`config.mk`:
```
export PLATFORM = sky130hd
export DESIGN_NAME = msi_x_vector_scheduler
export DESIGN_NICKNAME = d
export VERILOG_FILES = /design/src/rtl/msix_sched_pkg.sv /design/src/rtl/msix_rr_arbiter.sv /design/src/rtl/msi_x_vector_scheduler.sv
export SDC_FILE = /design/constraint.sdc
export NUM_CORES = 1
export LEC_CHECK = 0
export ABC_CLOCK_PERIOD_IN_PS = 4000
export CORE_ASPECT_RATIO = 0.9
export CORE_MARGIN = 8
export CORE_UTILIZATION = 41
export DETAILED_ROUTE_END_ITERATION = 12
export PLACE_DENSITY = 0.78
export REMOVE_ABC_BUFFERS = 1
export SLEW_MARGIN = 20
export SYNTH_ARGS = -nofsm -noshare
export SYNTH_HDL_FRONTEND = slang
export SYNTH_HIERARCHICAL = 1
export SYNTH_SLANG_ARGS = --single-unit
```
`constraint.sdc`:
```
create_clock -name clk -period 4 [get_ports clk]
set_input_delay 0.8 -clock clk [delete_from_list [all_inputs] [get_ports clk]]
set_output_delay 0.8 -clock clk [all_outputs]
set_load 0.01 [all_outputs]
```
`src/rtl/msix_sched_pkg.sv`:
```
// Shared types and constants for the MSI-X vector scheduler.
package msix_sched_pkg;

    localparam int MSIX_MAX_VECTORS = 64;

    typedef enum logic [2:0] {
        IDLE  = 3'd0,
        FETCH = 3'd1,
        WAIT  = 3'd2,
        CHECK = 3'd3,
        SEND  = 3'd4
    } sched_state_e;

    typedef struct packed {
        logic [31:0] addr_lo;
        logic [31:0] addr_hi;
        logic [31:0] data;
        logic        mask;
    } msix_entry_t;

endpackage

```
`src/rtl/msix_rr_arbiter.sv`:
```
// Round-robin find-first-set: returns the first set request at or after
// ptr, wrapping from NUM_VECTORS-1 back to 0. Purely combinational.
module msix_rr_arbiter #(
    parameter int NUM_VECTORS = 8,
    localparam int VEC_W = $clog2(NUM_VECTORS)
)(
    input  logic [NUM_VECTORS-1:0] req,
    input  logic [VEC_W-1:0]       ptr,
    output logic [VEC_W-1:0]       grant,
    output logic                   found
);

    localparam int SW = VEC_W + 1;

    logic [SW-1:0] sum_s;

    // Scan from the pointer upwards, taking the first pending request
    always_comb begin
        grant = '0;
        found = 1'b0;
        sum_s = '0;
        for (int i = 0; i < NUM_VECTORS; i++) begin
            sum_s = {1'b0, ptr} + SW'(i);
            if (sum_s >= SW'(NUM_VECTORS)) begin
                sum_s = sum_s - SW'(NUM_VECTORS);
            end else begin
                sum_s = sum_s;
            end
            if (!found && req[sum_s[VEC_W-1:0]]) begin
                found = 1'b1;
                grant = sum_s[VEC_W-1:0];
            end else begin
                found = found;
            end
        end
    end

endmodule

```
`src/rtl/msi_x_vector_scheduler.sv`:
```
// MSI-X vector scheduler: pending bit array, round-robin pick, table fetch
// and one memory-write message request per serviced vector.
// Optional feature macro: MSIX_SCHED_STATS_EN adds saturating message and
// masked-exit counters (stat_msg_cnt, stat_mask_cnt).
module msi_x_vector_scheduler
    import msix_sched_pkg::*;
#(
    parameter int NUM_VECTORS = 8,
    localparam int VEC_W = $clog2(NUM_VECTORS)
)(
    input  logic                   clk,
    input  logic                   rst,
    input  logic                   msix_enable,
    input  logic                   function_mask,
    input  logic [NUM_VECTORS-1:0] vec_event,
    output logic                   tbl_rd_req,
    output logic [VEC_W-1:0]       tbl_rd_idx,
    input  logic                   tbl_rd_valid,
    input  logic [31:0]            tbl_addr_lo,
    input  logic [31:0]            tbl_addr_hi,
    input  logic [31:0]            tbl_data,
    input  logic                   tbl_vec_mask,
    output logic                   msg_valid,
    input  logic                   msg_ready,
    output logic [63:0]            msg_addr,
    output logic [31:0]            msg_data,
    output logic                   msg_is_64bit,
    output logic [VEC_W-1:0]       msg_vec,
    output logic [NUM_VECTORS-1:0] pba
`ifdef MSIX_SCHED_STATS_EN
    ,
    output logic [15:0]            stat_msg_cnt,
    output logic [15:0]            stat_mask_cnt
`endif
);

    sched_state_e           state_r;
    sched_state_e           state_s;
    logic [VEC_W-1:0]       rr_ptr_r;
    logic [VEC_W-1:0]       winner_r;
    logic [VEC_W-1:0]       winner_inc_s;
    logic [VEC_W-1:0]       arb_idx_s;
    logic                   arb_found_s;
    msix_entry_t            entry_r;
    logic                   is64_r;
    logic                   hs_s;
    logic                   mask_exit_s;
    logic [NUM_VECTORS-1:0] clr_s;

    msix_rr_arbiter #(.NUM_VECTORS(NUM_VECTORS)) u_arb (
        .req   (pba),
        .ptr   (rr_ptr_r),
        .grant (arb_idx_s),
        .found (arb_found_s)
    );

    assign winner_inc_s = (winner_r == VEC_W'(NUM_VECTORS - 1)) ? '0 : winner_r + VEC_W'(1);
    assign hs_s         = msg_valid & msg_ready & msix_enable;
    assign mask_exit_s  = msix_enable & (state_r == CHECK) & (entry_r.mask | function_mask);

    assign tbl_rd_idx   = winner_r;
    assign msg_vec      = winner_r;
    assign msg_addr     = {entry_r.addr_hi, entry_r.addr_lo & 32'hFFFF_FFFC};
    assign msg_data     = entry_r.data;
    assign msg_is_64bit = is64_r;

    // State register
    always_ff @(posedge clk or posedge rst) begin
        if (rst) begin
            state_r <= IDLE;
        end else begin
            state_r <= state_s;
        end
    end

    // Next-state logic; losing MSI-X Enable aborts everything back to IDLE
    always_comb begin
        state_s = state_r;
        if (!msix_enable) begin
            state_s = IDLE;
        end else begin
            case (state_r)
                IDLE:    state_s = (!function_mask && arb_found_s) ? FETCH : IDLE;
                FETCH:   state_s = WAIT;
                WAIT:    state_s = tbl_rd_valid ? CHECK : WAIT;
                CHECK:   state_s = (entry_r.mask || function_mask) ? IDLE : SEND;
                SEND:    state_s = msg_ready ? IDLE : SEND;
                default: state_s = IDLE;
            endcase
        end
    end

    // Registered strobes aligned with the FETCH and SEND states
    always_ff @(posedge clk or posedge rst) begin
        if (rst) begin
            tbl_rd_req <= 1'b0;
            msg_valid  <= 1'b0;
        end else begin
            tbl_rd_req <= (state_s == FETCH);
            msg_valid  <= (state_s == SEND);
        end
    end

    // Winner latch, table entry capture and round-robin pointer update
    always_ff @(posedge clk or posedge rst) begin
        if (rst) begin
            winner_r <= '0;
            rr_ptr_r <= '0;
            entry_r  <= '0;
            is64_r   <= 1'b0;
        end else begin
            if (state_r == IDLE && state_s == FETCH) begin
                winner_r <= arb_idx_s;
            end else begin
                winner_r <= winner_r;
            end
            if (msix_enable && state_r == WAIT && tbl_rd_valid) begin
                entry_r <= '{addr_lo: tbl_addr_lo, addr_hi: tbl_addr_hi,
                             data: tbl_data, mask: tbl_vec_mask};
                is64_r  <= |tbl_addr_hi;
            end else begin
                entry_r <= entry_r;
                is64_r  <= is64_r;
            end
            if (hs_s || mask_exit_s) begin
                rr_ptr_r <= winner_inc_s;
            end else begin
                rr_ptr_r <= rr_ptr_r;
            end
        end
    end

    // Clear mask for the serviced vector on handshake
    always_comb begin
        clr_s = '0;
        if (hs_s) begin
            clr_s[winner_r] = 1'b1;
        end else begin
            clr_s = '0;
        end
    end

    // Pending bits: a new event in the handshake cycle beats the clear
    always_ff @(posedge clk or posedge rst) begin
        if (rst) begin
            pba <= '0;
        end else if (!msix_enable) begin
            pba <= '0;
        end else begin
            pba <= (pba & ~clr_s) | vec_event;
        end
    end

`ifdef MSIX_SCHED_STATS_EN
    // Saturating counters of sent messages and masked CHECK exits
    always_ff @(posedge clk or posedge rst) begin
        if (rst) begin
            stat_msg_cnt  <= 16'd0;
            stat_mask_cnt <= 16'd0;
        end else begin
            if (hs_s && stat_msg_cnt != 16'hFFFF) begin
                stat_msg_cnt <= stat_msg_cnt + 16'd1;
            end else begin
                stat_msg_cnt <= stat_msg_cnt;
            end
            if (mask_exit_s && stat_mask_cnt != 16'hFFFF) begin
                stat_mask_cnt <= stat_mask_cnt + 16'd1;
            end else begin
                stat_mask_cnt <= stat_mask_cnt;
            end
        end
    end
`endif

endmodule

```
==> metrics.cfg <==
[power_and_ir_drop]
power_leakage_nw=3.56
combinational_group_share_of_total_power_pct=45.8
peakVddDrop_mv=0.453
pwr-share-seq_pct=29.2
power_report.internal_total_w=0.00479
power_frac_clock_pct=25.0
power_density_nw_per_um2=819
power_switching_share_pct=32.0
total_net_switching_power_w=0.00226

[yosys]
synth_area_leaders=sky130_fd_sc_hd__dfrtp_1 (46%), sky130_fd_sc_hd__mux2_2 (14%), sky130_fd_sc_hd__buf_4 (13%), sky130_fd_sc_hd__mux2_1 (5.5%), sky130_fd_sc_hd__mux4_2 (3.2%)
synth_flop_cell=sky130_fd_sc_hd__dfrtp_1
synth-edff-count=0
post_synth_num_cell_types=59
synth_cells=499
yosys.area.top_type_share_pct=45.7
post_synth.cell_area_avg_um2=12.6
synth_sequential_area_ratio_pct=45.7
leading_cell_types_by_count_after_synthesis=sky130_fd_sc_hd__dfrtp_1 (115), sky130_fd_sc_hd__buf_4 (107), sky130_fd_sc_hd__mux2_2 (76), sky130_fd_sc_hd__mux2_1 (31), sky130_fd_sc_hd__o21a_1 (16)
flops_latches_synth=115
netlist_area_um2=6300
yosysWarnings=6
synthArstFlopShare_pct=100
most_frequent_cell_after_synthesis=sky130_fd_sc_hd__dfrtp_1
synth_top_area_cell=sky130_fd_sc_hd__dfrtp_1

[placement]
post_detail_place_hpwl_mm=12.8
place.port_buffers=219
last_weighted_congestion_value_of_the_routability_driven_placer=0.907

[floorplanning]
boundaryPins=224
core_area_um2=15200
chipWidth_um=147
placementRows=43
start_util_pct=41.4
fp.dieH_um=134
floorplan.die_area_um2=19600

[clocking]
clkSinkCount=115
cts_made_buffers=17
worstSkewPairLatency_ns=0.40
clkTransAtPathRegs_ns=0.05
post_cts.resized_instances=0
cts_max_path_buffers=2
postCtsSetupBuffers=0
cts_root_buffer=sky130_fd_sc_hd__clkbuf_16
holdBufCountCts=0
htreeDepth=4
cts_tree=done

[sta]
setup_viol=0
fin_crit_ns=3.34
finalHoldViolations=0
timing_worst_slew_pin_value_ns=0.741
post_route_fraction_of_the_period_consumed_by_the_critical_path_pct=83.5
clock-skew-final_ns=0.00867
timing.setup.tns_ns=0
max_slew_margin_pct=50.6
rsz0062_at_grt=false
fmaxAchievable_mhz=299
maxSlewViolCount=0
whs_ns=0.487

[worst_setup_path]
worst-path-max-fanout=13
startpoint_type=register
worstPathCellList=inv_2 -> ha_1 -> mux4_2 -> mux2_1 -> nand2b_4 -> nor2_4 -> nand4_1 -> nand2_1 -> or2_2 -> mux2_2
cp_max_stage_delay_ns=0.69
timing.critical_path.required_ns=4.28
cp.arrival_ns=3.61
worst_setup_path_end_kind=register
timing.critical_path.slowest_stage_cell=sky130_fd_sc_hd__ha_1
worst-r2r-cell-count=10
timing_worst_setup_path_type=register to register

[drt]
first_iter_violations=196
via_count=4265
viasPerCell=5.08
drt_wl_total_mm=17.0
drcViolationCount=0
antenna_violating_nets_left=0
mean_routed_wirelength_per_cell_um=20.3
drt_pass1_iterations=4

[cells_and_area]
fraction_of_layout_instances_using_a_drive_strength_above_1_pct=20.1
antennaDiodeCount=0
layout.filler_cells=1238
final_nets=740
synthToLayoutAreaGrowth_pct=36.7

[grt]
grt_first_pass_wirelength_mm=26.5
number_of_antenna_violations_at_the_first_check_in_global_routing=0
globalRouteOverflowTotal=0
grt_use_total_pct=17.2
grt_max_degree=63
grt_pass1_vias=4784

[outcome]
outcome=complete, no violations

[job]
cap_violations=0

[hold_path]
worst_hold_path_type=register to register
min_path_cells=1

[registers in the layout, summed over array words and instances (netlist names)]
register / cells
msg_is_64bit: 1
msg_vec: 3
state_r: 3
msg_valid: 1
tbl_rd_req: 1
msg_data: 32
msg_addr: 62
pba: 8
rr_ptr_r: 3
entry_r: 1
[final timing paths]
path	slack, ns	start	to
max in group asynchronous	2.33	rst	msg_addr[32]
setup reg to reg	0.66	rr_ptr_r[0]	msg_vec[1]
setup / recovery	0.66	rr_ptr_r[0]	msg_vec[1]
hold / removal	0.49	msg_data[17]	msg_data[17]
hold reg to reg	0.49	msg_data[17]	msg_data[17]
min in group asynchronous	0.87	rst	msg_data[24]
[per-stage QoR]
stage	util, %	instances	total power (W)	setup WS [ns]	cell area (µm²)
after global placement	52.0	808	0.00517	0.778	7920
final	56.5	840	0.00705	0.661	8610
after global routing	56.5	840	0.00744	0.487	8610
after detailed placement	52.0	808	0.00529	0.685	7920
after floorplan	-	381	0.00364	0.156	5400
after CTS	56.5	840	0.00711	0.680	8610
[final cells by class]
type	instances	area, µm²	area share (%)
repair buffers	225	2260	26.3
flip-flops and latches	115	2880	33.4
clock buffers	23	468	5.44
clock inverters	9	224	2.60
well taps	202	253	2.94
inverters	9	36.3	0.421
multi-input cells	257	2490	28.9
[critical path: cells and delay by family (launching register included)]
| family | cells | cell delay [ns] |
|---|---|---|
| multiplexers | 3 | 1.34 |
| adder cells (fa/ha/maj) | 1 | 0.69 |
| buffers and inverters | 1 | 0.09 |
| flip-flops | 1 | 0.36 |
| AND/OR/NAND/NOR | 5 | 0.73 |
[routing by layer]
metal  global-route usage [%]  part of all wire, %  up-vias
met4                     3.95                 0.43        0
met2                     30.2                   51      172
met1                     17.3                   36     2143
li1                         -                    -     1942
met3                     10.1                   13        8
met5                        0                    0        -
[power by group through the flow]
stage	Combinational (W)	Clock [W]	Sequential, W
detailed placement	0.00323	0	0.00207
floorplan	0.00135	0	0.00229
CTS	0.00325	0.00180	0.00206
finish	0.00323	0.00177	0.00206
global route	0.00345	0.00185	0.00213
global placement	0.00315	0	0.00202
[cell families (layout without fill, tap and decap cells)]
logic type	count (synthesis)	in the layout	synth area share (%)
muxes	133	133	26.1
buffers and inverters	128	266	14.8
DFF	115	115	45.7
and+or+nand+nor	63	63	5.92
AOI/OAI and AO/OA	51	51	6.04
adders and majority gates	4	4	0.795
xor gates and xnor gates	4	4	0.556
other	1	2	0.0595
[cells in the final DEF (no fill, tap or decap), drive strengths merged, types with 6 or more instances in the layout]
cell and count:
mux2i 13, o21a 16, mux4 13, buf 6
nor4 8, a21oi 6, dfrtp 115, bufinv 7
nand2 12, clkbuf 23, inv 9, o21ai 6
nor2 10, mux2 107, clkdlybuf4s50 219
No activity file was read; power rests on OpenSTA's default activity.
